==> src/rtl/pipe_ctrl_pkg.sv <==
// Shared types and constants for the pipeline hazard/freeze sequencer.
package pipe_ctrl_pkg;

    localparam int REG_W = 5;
    localparam logic [REG_W-1:0] ZERO_REG = '0;

    typedef enum logic [1:0] {
        RUN  = 2'd0,
        WAIT = 2'd1,
        ERR  = 2'd2
    } state_t;

endpackage

==> src/rtl/pipe_hazard_ctrl_hazard_detect.sv <==
// Combinational data-hazard check of the ID-stage sources against EXE/MEM destinations.
import pipe_ctrl_pkg::*;

module hazard_detect (
    input  logic             fwd_en,
    input  logic [REG_W-1:0] src1,
    input  logic [REG_W-1:0] src2,
    input  logic             two_src,
    input  logic [REG_W-1:0] exe_dest,
    input  logic             exe_wb_en,
    input  logic             exe_mem_r_en,
    input  logic [REG_W-1:0] mem_dest,
    input  logic             mem_wb_en,
    output logic             hz
);

    logic hz1;
    logic hz2;

    // With forwarding only a load in EXE cannot be bypassed in time.
    function automatic logic src_hz(input logic [REG_W-1:0] s);
        logic r;
        r = 1'b0;
        if (s != ZERO_REG) begin
            if (fwd_en)
                r = (s == exe_dest) && exe_mem_r_en;
            else
                r = ((s == exe_dest) && exe_wb_en) || ((s == mem_dest) && mem_wb_en);
        end
        return r;
    endfunction

    always_comb begin
        hz1 = src_hz(src1);
        hz2 = two_src && src_hz(src2);
        hz  = hz1 || hz2;
    end

endmodule

==> src/rtl/pipe_hazard_ctrl.sv <==
// Pipeline sequencer: stall/flush priority mux, memory-wait freeze FSM with timeout trap,
// and saturating performance counters.
import pipe_ctrl_pkg::*;

// state | meaning
// RUN   | normal flow; a memory access that is not ready this cycle freezes and enters WAIT
// WAIT  | pipe frozen waiting on data memory; wcnt counts wait cycles
// ERR   | memory never answered; pipe frozen until reset
module pipe_hazard_ctrl #(
    parameter int MEM_TIMEOUT = 64,
    parameter int CNT_W       = 16
) (
    input  logic             clk,
    input  logic             rst,
    input  logic             fwd_en,
    input  logic [REG_W-1:0] id_src1,
    input  logic [REG_W-1:0] id_src2,
    input  logic             id_two_src,
    input  logic [REG_W-1:0] exe_dest,
    input  logic             exe_wb_en,
    input  logic             exe_mem_r_en,
    input  logic [REG_W-1:0] mem_dest,
    input  logic             mem_wb_en,
    input  logic             br_taken,
    input  logic             mem_req,
    input  logic             mem_ready,
    output logic             pc_hold,
    output logic             if_flush,
    output logic             id_flush,
    output logic             freeze,
    output logic             mem_err,
    output logic [CNT_W-1:0] stall_cnt,
    output logic [CNT_W-1:0] flush_cnt,
    output logic [CNT_W-1:0] freeze_cnt
);

    localparam int WCNT_W = $clog2(MEM_TIMEOUT + 1);
    localparam logic [WCNT_W-1:0] TMO = WCNT_W'(MEM_TIMEOUT);

    state_t            state;
    logic [WCNT_W-1:0] wcnt;
    logic              hz;
    logic              mem_stall;

    hazard_detect u_hazard_detect (
        .fwd_en       (fwd_en),
        .src1         (id_src1),
        .src2         (id_src2),
        .two_src      (id_two_src),
        .exe_dest     (exe_dest),
        .exe_wb_en    (exe_wb_en),
        .exe_mem_r_en (exe_mem_r_en),
        .mem_dest     (mem_dest),
        .mem_wb_en    (mem_wb_en),
        .hz           (hz)
    );

    // A dropped request while waiting counts as completion, so RUN and WAIT share one condition.
    assign mem_stall = mem_req && !mem_ready;

    always_comb begin
        freeze   = 1'b0;
        pc_hold  = 1'b0;
        if_flush = 1'b0;
        id_flush = 1'b0;
        if (rst) begin
            case (state)
                RUN, WAIT: freeze = mem_stall;
                ERR:       freeze = 1'b1;
                default:   freeze = 1'b0;
            endcase
            if (!freeze) begin
                if (br_taken) begin
                    if_flush = 1'b1;
                    id_flush = 1'b1;
                end else if (hz) begin
                    pc_hold  = 1'b1;
                    id_flush = 1'b1;
                end
            end
        end
    end

    always_ff @(posedge clk or negedge rst) begin
        if (!rst) begin
            state   <= RUN;
            wcnt    <= '0;
            mem_err <= 1'b0;
        end else begin
            case (state)
                RUN: begin
                    if (mem_stall) begin
                        state <= WAIT;
                        wcnt  <= WCNT_W'(1);
                    end
                end
                WAIT: begin
                    if (!mem_stall) begin
                        state <= RUN;
                    end else if (wcnt == TMO) begin
                        mem_err <= 1'b1;
                        state   <= ERR;
                    end else begin
                        wcnt <= wcnt + WCNT_W'(1);
                    end
                end
                ERR:     state <= ERR;
                default: state <= RUN;
            endcase
        end
    end

    always_ff @(posedge clk or negedge rst) begin
        if (!rst) begin
            stall_cnt  <= '0;
            flush_cnt  <= '0;
            freeze_cnt <= '0;
        end else begin
            if (pc_hold && (stall_cnt != '1))
                stall_cnt <= stall_cnt + CNT_W'(1);
            if (if_flush && (flush_cnt != '1))
                flush_cnt <= flush_cnt + CNT_W'(1);
            if (freeze && (freeze_cnt != '1))
                freeze_cnt <= freeze_cnt + CNT_W'(1);
        end
    end

endmodule

==> config.mk <==
export PLATFORM = sky130hd
export DESIGN_NAME = pipe_hazard_ctrl
export DESIGN_NICKNAME = d
export VERILOG_FILES = /design/src/rtl/pipe_ctrl_pkg.sv /design/src/rtl/pipe_hazard_ctrl_hazard_detect.sv /design/src/rtl/pipe_hazard_ctrl.sv
export SDC_FILE = /design/constraint.sdc
export NUM_CORES = 1
export LEC_CHECK = 0
export BUFFER_PORTS_ARGS = -buffer_cell sky130_fd_sc_hd__buf_2
export CAP_MARGIN = 0
export CELL_PAD_IN_SITES_DETAIL_PLACEMENT = 0
export CELL_PAD_IN_SITES_GLOBAL_PLACEMENT = 1
export CORE_UTILIZATION = 40
export CTS_CLUSTER_DIAMETER = 80
export CTS_CLUSTER_SIZE = 8
export DETAILED_ROUTE_END_ITERATION = 7
export PLACE_DENSITY = 0.87
export RECOVER_POWER = 50
export REMOVE_ABC_BUFFERS = 1
export SYNTH_ARGS = -nofsm -noshare
export SYNTH_HDL_FRONTEND = slang
export SYNTH_SLANG_ARGS = --single-unit
export TNS_END_PERCENT = 10
==> constraint.sdc <==
create_clock -name clk -period 4.1 [get_ports clk]
set_input_delay 0.82 -clock clk [delete_from_list [all_inputs] [get_ports clk]]
set_output_delay 0.82 -clock clk [all_outputs]
set_load 0.05 [all_outputs]
======== Word-level counts from Yosys, hierarchy flattened ========
Cells that the tools add are included.
W data, S select, Z words.
word-level totals
  flip-flop bits (word level) ............. 58
  bits in writable memories ............... 0
  memory bits (read-only) ................. 0
  bits in latches ......................... 0
  output and inout port bits .............. 53
  word-level logic and storage cells ...... 72
  bits of input ports ..................... 30
  memories ................................ 0
cells by class
  div/mod/pow operators ................... 0
  multiply operators ...................... 0
  $add $sub $neg .......................... 4
  reductions and logical operators ........ 23
  eq/ne operators ......................... 14
  order comparisons ....................... 0
  shifts and indexed selects .............. 0
  mux-type cells .......................... 25
  bitwise gates (word level) .............. 0
operators by type and width
  cell                     number
  $add A16 B1 Y16 const B  3
  $ne A16 B16 Y1 const B   3
  $mux W7                  3
  $eq A5 B5 Y1             4
  $mux W1                  16
  $pmux W7 S2              1
  $logic_and A1 B1 Y1      11
  $reduce_bool A5 Y1       2
  $add A7 B1 Y7 const B    1
  $eq A7 B7 Y1 const B     1
  $mux W2                  3
  $ne A2 B2 Y1 const B     3
  $pmux W2 S3              1
  $reduce_and A4 Y1        1
  $logic_or A1 B1 Y1       3
  $ne A3 B3 Y1 const B     1
  $reduce_and A3 Y1        1
  $eq A2 B1 Y1 const B     1
  $eq A2 B2 Y1 const B     1
  $logic_not A2 Y1         1
  $pmux W1 S2              1
  $reduce_and A2 Y1        1
  $reduce_bool A2 Y1       1
  $reduce_or A2 Y1         1
  $logic_not A1 Y1         1

======== Longest topological paths before layout ========
Gate-level depths: netlist (run 1).
  word-level depth ........................ 12
  gate-level depth with buffers ........... 9
  depth with buffers taken out ............ 8

======== Modules after synthesis ========
Synthesis (run 1) repeated with hierarchy kept, for this count alone.
unflattened totals
  cells, all modules ...................... 301
  area, all modules ....................... 3088.0 sq um
modules (own cells, without submodules)
  module            instances  seq. area each (sq um)  area an instance (sq um)  cells an instance
  pipe_hazard_ctrl  1          1451.4                  2811.4                    264
  hazard_detect     1          0.0                     276.5                     37

======== Worst setup path after synthesis (run 1) ========
No wires, ideal clock.
  kind .................................... input to output
  from .................................... input port id_src2[3]
  to ...................................... output port pc_hold
  path buffers ............................ 0
  stages .................................. 5
  required time ........................... 3.280 ns
  data arrival time ....................... 2.699 ns
  path slack .............................. 0.581 ns
  path through ............................ or4_1 -> o21ai_0 -> nor4_1 -> nor2_1 -> o32ai_1
on the way
  longest elaborated chain between the ends .. 11
  elaborated cells on any way between the ends .. 15
  classes of those cells .................. eq/ne: 2; mux: 6; reduce/logical: 7
RTL lines
  item                                    line                                                                        RTL
  from (decl)                             pipe_hazard_ctrl.sv:17                                                      input logic [REG_W-1:0] id_src2,
  $eq A5 B5 Y1, on equally long branches  pipe_hazard_ctrl_hazard_detect.sv:26, pipe_hazard_ctrl_hazard_detect.sv:28
  $logic_and A1 B1 Y1                     pipe_hazard_ctrl_hazard_detect.sv:28                                        r = ((s == exe_dest) && exe_wb_en) || ((s == mem_dest) && mem_wb_en);
  $logic_or A1 B1 Y1                      pipe_hazard_ctrl_hazard_detect.sv:28
  $mux W1                                 pipe_hazard_ctrl_hazard_detect.sv:25                                        if (fwd_en)
  $mux W1 *                               pipe_hazard_ctrl_hazard_detect.sv:24                                        if (s != ZERO_REG) begin
  $logic_and A1 B1 Y1 *                   pipe_hazard_ctrl_hazard_detect.sv:35                                        hz2 = two_src && src_hz(src2);
  $logic_or A1 B1 Y1 *                    pipe_hazard_ctrl_hazard_detect.sv:36                                        hz = hz1 || hz2;
  $mux W1 *                               pipe_hazard_ctrl.sv:76                                                      end else if (hz) begin
  $mux W1 *                               pipe_hazard_ctrl.sv:73                                                      if (br_taken) begin
  $mux W1 *                               pipe_hazard_ctrl.sv:72                                                      if (!freeze) begin
  $mux W1 *                               pipe_hazard_ctrl.sv:66                                                      if (rst) begin
  to (decl)                               pipe_hazard_ctrl.sv:27                                                      output logic pc_hold,
Every way passes the cells marked *; elsewhere a longest branch is shown, timed or not.

======== Worst setup path after layout (run 1) ========
  from .................................... input port rst
  to ...................................... output port pc_hold
on the way
  longest elaborated chain between the ends .. 1
RTL lines
  item         line                    RTL
  from (decl)  pipe_hazard_ctrl.sv:14  input logic rst,
  $mux W1      pipe_hazard_ctrl.sv:66
Every way passes these cells.

==> results of run 1 <==
where the power goes:
group	switching, W	internal, W
clock	0.000215	0.000270
combinational	0.000183	0.0000762
sequential	0.0000468	0.000605
metrics by stage:
step	area (um2)	worst slack, ps
3_5_place_dp	3550	864
5_1_grt	3710	522
2_1_floorplan	3010	581
4_1_cts	3740	851
3_3_place_gp	3550	877
6_report	3710	748
worst max path at each step:
stage          startpoint      end  slack (ps)  cells past startpoint
2_1_floorplan  id_src2[3]  pc_hold         580                      5
3_3_place_gp      mem_req  pc_hold         880                      6
3_5_place_dp      mem_req  pc_hold         860                      6
4_1_cts           mem_req  pc_hold         850                      6
5_1_grt               rst  pc_hold         520                      5
6_report              rst  pc_hold         750                      5
cells by family (layout without fill, tap and decap cells):
logic type	count (synthesis)	count (layout)	synth area share (%)
AND/OR/NAND/NOR	122	122	22.3
XOR/XNOR	64	64	18.5
flip-flops	58	58	47.8
AO/OA/AOI/OAI	22	22	5.48
buffers and inverters	14	107	1.81
multiplexers	6	6	2.14
adder cells (fa/ha/maj)	5	5	2.06
registers in the layout (all words and copies together), names as in the netlist:
signal	cells
wcnt	7
mem_err	1
flush_cnt	16
freeze_cnt	16
state	2
stall_cnt	16
final cells by class:
type	instances	share of cell area, %
clock inverter	1	0.202
sequential	58	39.1
timing repair buffer	83	10.5
multi-input combinational	219	41.3
tap	99	3.34
inverter	8	0.809
clock buffer	15	4.76
synth_stat cells, types with 3 or more instances:
library cell | instances | area [um2]
nor2b_1 | 4 | 25.0
dfrtp_1 | 58 | 1450
nor2_1 | 13 | 48.8
clkbuf_1 | 4 | 15.0
nand2_1 | 25 | 93.8
inv_1 | 8 | 30.0
nand4_1 | 15 | 93.8
o21a_1 | 3 | 22.5
a22o_1 | 3 | 26.3
mux2_2 | 4 | 45.0
ha_1 | 5 | 62.6
o21ai_0 | 8 | 40.0
nand3_1 | 25 | 125
xnor2_1 | 42 | 368
xor2_1 | 22 | 193
and3_1 | 8 | 50.1
and4_1 | 5 | 43.8
nor3_1 | 6 | 30.0
nor4_1 | 8 | 50.1
worst max-delay path, cell delays in order:
cell      delay [ps]
clkbuf_1         600
nand4_1          270
or2_2            350
o32ai_1          160
buf_2            330
per-layer routing:
layer / part of all wire, % / vias to the layer above / global-route usage [%]
met5: 0 / - / 0
met4: 0.92 / 0 / 5.92
met3: 8.0 / 6 / 6.00
met2: 44 / 83 / 27.7
met1: 47 / 1178 / 22.6
li1: - / 1205 / -
==> reports/metrics.csv, run 1 <==
metric;value;unit
antenna violations before repair;0;
full die area;7950;um2
Final Critical Period;3350;ps
# hold bufs at CTS;0;
hold_ws;482;ps
Overall Power;0.00140;W
Synth Flop Type;dfrtp_1;
Slew headroom;22.5;%
CTS tree;done;
Max Root-Sink Buffers;2;
FP Rows;31;
status;complete, no violations;
Hold Path End;mem_err$_DFFE_PN0P_;
via/cell ratio;5.12;
first-pass GRT wire length;10700;um
Finished Layout Cells;483;
Ports;83;
crit end category;primary output;
commonest non-fill, non-tap cell in the layout;buf_2;
Placed Cells;467;
number of global-route vias before repair;2350;
Clock Sinks;58;
Final TNS setup;0;ps
CP Data Arrival Time;2530;ps
number of diodes;0;
Max Clock Freq;298;MHz
Worst-path clk slew;60;ps
GRT Total Usage;17.5;%
Post-Synthesis Cells;291;
GP Congestion;0.799;
Post-synth EDFFs;0;
Layout fillers;695;
Initial DRC Count;124;
port bufs;82;
clk_lat worst skew;330;ps
max cap viols;0;
Worst Reg2Reg Path Length in Cells;6;
Setup Skew;7.17;ps
Crit Reg-Reg Endpoint;flush_cnt[15]$_DFFE_PN0P_;
Setup Buffers After CTS;0;
VDD IR max;0.407;mV
Root Driver;clkbuf_8;
GRT overflow;0;
Register Area;1450;um2
Num CTS Buffers;9;
Avg WL per Cell;13.3;um
Total Nets Final;414;
height of the die;89.2;um
P per Cell Area;376;nW/um2
static leakage;1.77;nW
crit path kind;primary input to primary output;
max-slew violation count;0;
maximum number of pins on one net before global-route repair;48;
H-tree levels;3;
chip width;89.2;um
# setup viols final;0;
starting density of the core;41.7;%
period utilization;81.8;%
share of post-route cells with drive strength above 1;21.9;%
post-CTS resize count;0;
vias;2472;
worst hold path startpoint;mem_err$_DFFE_PN0P_;
Avg Inst Size Synth;10.4;um2
YS warnings;0;
drt first pass iters;4;
CP Max Fanout;16;
worst r2r src;state[1]$_DFFE_PN0P_;
DP HPWL;4730;um
library cells used by synthesis;39;
commonest non-fill, non-tap cells in the layout;buf_2 (61), dfrtp_1 (58), xnor2_1 (42), nand3_1 (25), nand2_1 (25);
Residual DRC;0;
final core occ;50.9;%
Worst Tran Pin Value;1160;ps
worst hold path class;register to register;
Seq cells post-synth;58;
core footprint;7290;um2
sequential fraction of the synthesis area;47.8;%
Netlist Area Pre-Place;3040;um2
area taken by multi-input logic gates;1530;um2
critical path required time;3280;ps
Antenna Nets Post-Route;0;
RSZ-0062 raised after global routing;no;
async set or reset register ratio after synthesis;100;%
final hold vios;0;
Hold Path Depth;1;
Layout area overhead;22.1;%
reg-to-reg slack, setup;1560;ps
Detailed Route WL;6420;um
type of origin of the critical path;primary input;
Note: power is estimated with default switching activity, not from simulation.
==> run 2: changes to the inputs <==
ABC_AREA = 1   (was not set)
CORE_UTILIZATION = 36   (was 40)
PLACE_DENSITY = 0.84   (was 0.87)
clock period = 2.8 ns   (was 4.1 ns; I/O delays follow)
==> run 2 against run 1 <==
Effect of this change:
- the flow now finishes with violations (max-capacitance violations, max-slew violations)
- non-clock buffer count is 2 higher
- routed wire length is 33% higher
- hold slack worse by 16 ps
- via count is 36% higher
- cell count is 52% higher
- highest routed layer unchanged
==> reports/metrics.csv, run 2 <==
metric;value;unit;change
library cells used by synthesis;32;;was 39
Detailed Route WL;8550;um;was 6420 um
number of global-route vias before repair;3288;;was 2350
Synth top area share;38.2;%;was 47.8%
Residual DRC;0;;unchanged
YS warnings;0;;unchanged
worst hold path class;register to register;;unchanged
post-CTS resize count;0;;unchanged
Finished Layout Cells;734;;was 483
# hold bufs at CTS;0;;unchanged
async set or reset register ratio after synthesis;100;%;unchanged
top cells by area, synth;dfrtp_1 (38%), nand2_1 (15%), xor2_1 (6.7%), inv_1 (6.6%), xnor2_1 (5.3%);;was dfrtp_1 (48%), xnor2_1 (12%), xor2_1 (6.3%), nand3_1 (4.1%), nand2_1 (3.1%)
simple-gate share of the synthesized area;36.2;%;was 22.3%
CP endpoint;pc_hold;;unchanged
reg-to-reg slack, setup;930;ps;was 1560 ps
critical path required time;2240;ps;was 3280 ps
Synth Flop Type;dfrtp_1;;unchanged
CTS tree;done;;unchanged
CP Max Fanout;3;;was 16
height of the die;105;um;was 89.2 um
type of origin of the critical path;primary input;;unchanged
commonest non-fill, non-tap cells in the layout;nand2_1 (151), inv_1 (67), buf_2 (65), dfrtp_1 (58), nor2_1 (43);;was buf_2 (61), dfrtp_1 (58), xnor2_1 (42), nand3_1 (25), nand2_1 (25)
starting density of the core;36.9;%;was 41.7%
Setup Skew;9.66;ps;was 7.17 ps
vias;3373;;was 2472
crit path kind;primary input to primary output;;unchanged
DP HPWL;6470;um;was 4730 um
multiplexer share of the synthesized area;0.593;%;was 2.14%
Ports;83;;unchanged
Worst-path clk slew;60;ps;about the same
Total Nets Final;627;;was 414
Netlist Area Pre-Place;3790;um2;was 3040 um2
crit end category;primary output;;unchanged
largest family of logic cells by synthesized area;simple AND/OR/NAND/NOR gates;;unchanged
P per Cell Area;489;nW/um2;was 376 nW/um2
period utilization;83.5;%;
Max Root-Sink Buffers;2;;unchanged
Post-synth EDFFs;0;;unchanged
Seq cells post-synth;58;;unchanged
GRT Total Usage;16.7;%;was 17.5%
Final TNS setup;0;ps;unchanged
Worst Reg2Reg Path Length in Cells;10;;was 6
Max Clock Freq;428;MHz;
first-pass GRT wire length;15000;um;was 10700 um
static leakage;2.36;nW;was 1.77 nW
Layout area overhead;19.1;%;was 22.1%
VDD IR max;0.241;mV;was 0.407 mV
worst r2r src;state[0]$_DFFE_PN0P_;;was state[1]$_DFFE_PN0P_
commonest non-fill, non-tap cell in the layout;nand2_1;;was buf_2
status;finished, violations left;;was complete, no violations
Synth Area in Compound Gates;2.90;%;was 5.48%
hold_ws;466;ps;was 482 ps
RSZ-0062 raised after global routing;no;;unchanged
final hold vios;0;;unchanged
Post-Synthesis Cells;502;;was 291
GRT overflow;0;;unchanged
sequential fraction of the synthesis area;38.2;%;was 47.8%
H-tree levels;3;;unchanged
port bufs;82;;unchanged
Crit Reg-Reg Endpoint;freeze_cnt[11]$_DFFE_PN0P_;;was flush_cnt[15]$_DFFE_PN0P_
FP Rows;37;;was 31
Final Critical Period;2340;ps;
Initial DRC Count;123;;was 124
share of post-route cells with drive strength above 1;18.1;%;was 21.9%
Avg Inst Size Synth;7.56;um2;was 10.4 um2
Layout fillers;1082;;was 695
drt first pass iters;4;;unchanged
Top Registers;flush_cnt x16, freeze_cnt x16, stall_cnt x16;;unchanged
full die area;11000;um2;was 7950 um2
Clock Sinks;58;;unchanged
antenna violations before repair;1;;was 0
GP Congestion;0.805;;was 0.799
chip width;105;um;was 89.2 um
Placed Cells;717;;was 467
Slew headroom;-16.9;%;was 22.5%
max-slew violation count;33;;was 0
Root Driver;clkbuf_8;;unchanged
Synth top cells by count;nand2_1 (150), inv_1 (67), dfrtp_1 (58);;was dfrtp_1 (58), xnor2_1 (42), nand2_1 (25), nand3_1 (25), xor2_1 (22)
# setup viols final;0;;unchanged
core footprint;10300;um2;was 7290 um2
via/cell ratio;4.60;;was 5.12
CP Data Arrival Time;1780;ps;was 2530 ps
area leader, netlist;dfrtp_1;;unchanged
post-synthesis adder-cell area fraction;1.65;%;was 2.06%
Setup Buffers After CTS;0;;unchanged
max cap viols;1;;was 0
Avg WL per Cell;11.6;um;was 13.3 um
Num CTS Buffers;9;;unchanged
Post-Synth XOR/XNOR Area;12.0;%;was 18.5%
clk_lat worst skew;340;ps;was 330 ps
failing checks;max-capacitance violations, max-slew violations;;
most common cell in the netlist;nand2_1;;was dfrtp_1
Antenna Nets Post-Route;0;;unchanged
maximum number of pins on one net before global-route repair;33;;was 48
Worst Tran Pin Value;1750;ps;was 1160 ps
CP startpoint;id_src2[4];;was rst
run 2: final cells by class:
type | count | area, um2 | share of cell area [%]
flip-flops and latches | 58 | 1450 | 32.1
inverters | 70 | 265 | 5.87
repair buffers | 85 | 404 | 8.94
clock inverters | 4 | 50.0 | 1.11
clock buffers | 12 | 155 | 3.43
multi-input cells | 368 | 2020 | 44.7
well taps | 136 | 170 | 3.76
diodes | 1 | 2.50 | 0.0554
run 2: critical path, stage by stage:
cell,delay (ps)
buf_2,110
inv_1,90
nand2_1,60
nand2_1,50
nand2_1,50
nor2_1,100
nand2_1,60
nand2_1,60
nand2_1,80
nand2_4,80
inv_1,70
nor3_1,120
buf_2,280
run 2: power by group:
part | leakage (nW) | internal [W] | switching [W] | total (W)
logic | 1.52 | 0.000121 | 0.000330 | 0.000451
registers | 0.747 | 0.000891 | 0.0000683 | 0.000959
clock network | 0.0986 | 0.000458 | 0.000342 | 0.000801
run 2: per-stage QoR:
step | power (W) | setup WS, ps | cell area, um2 | util (%)
6_report | 0.00221 | 463 | 4520 | 44.0
2_1_floorplan | 0.00129 | -63.6 | 3740 | -
3_5_place_dp | 0.00144 | 436 | 4340 | 42.3
3_3_place_gp | 0.00143 | 459 | 4340 | 42.3
5_1_grt | 0.00233 | 237 | 4520 | 44.0
4_1_cts | 0.00226 | 429 | 4550 | 44.3
run 2: layer usage:
layer  GRT usage [%]  share of wire (%)
met4            4.83                1.1
met5               0                  0
met2            27.8                 48
met1            21.3                 47
met3            4.24                4.2
run 2: logic make-up (layout without fill, tap and decap cells):
group,count (synthesis),count (layout)
other,0,1
and+or+nand+nor,289,289
DFF,58,58
adders and majority gates,5,5
muxes,2,2
buffers and inverters,76,171
AOI/OAI and AO/OA,20,20
xor gates and xnor gates,52,52
run 2: worst min path at each step:
stage,startpoint,to,cells past startpoint,slack (ps)
2_1_floorplan,rst,flush_cnt[0]$_DFFE_PN0P_,0,260
4_1_cts,rst,freeze_cnt[15]$_DFFE_PN0P_,2,290
5_1_grt,mem_err$_DFFE_PN0P_,mem_err$_DFFE_PN0P_,2,520
3_5_place_dp,mem_err$_DFFE_PN0P_,mem_err$_DFFE_PN0P_,2,450
6_report,mem_err$_DFFE_PN0P_,mem_err$_DFFE_PN0P_,2,470
3_3_place_gp,mem_err$_DFFE_PN0P_,mem_err$_DFFE_PN0P_,2,450
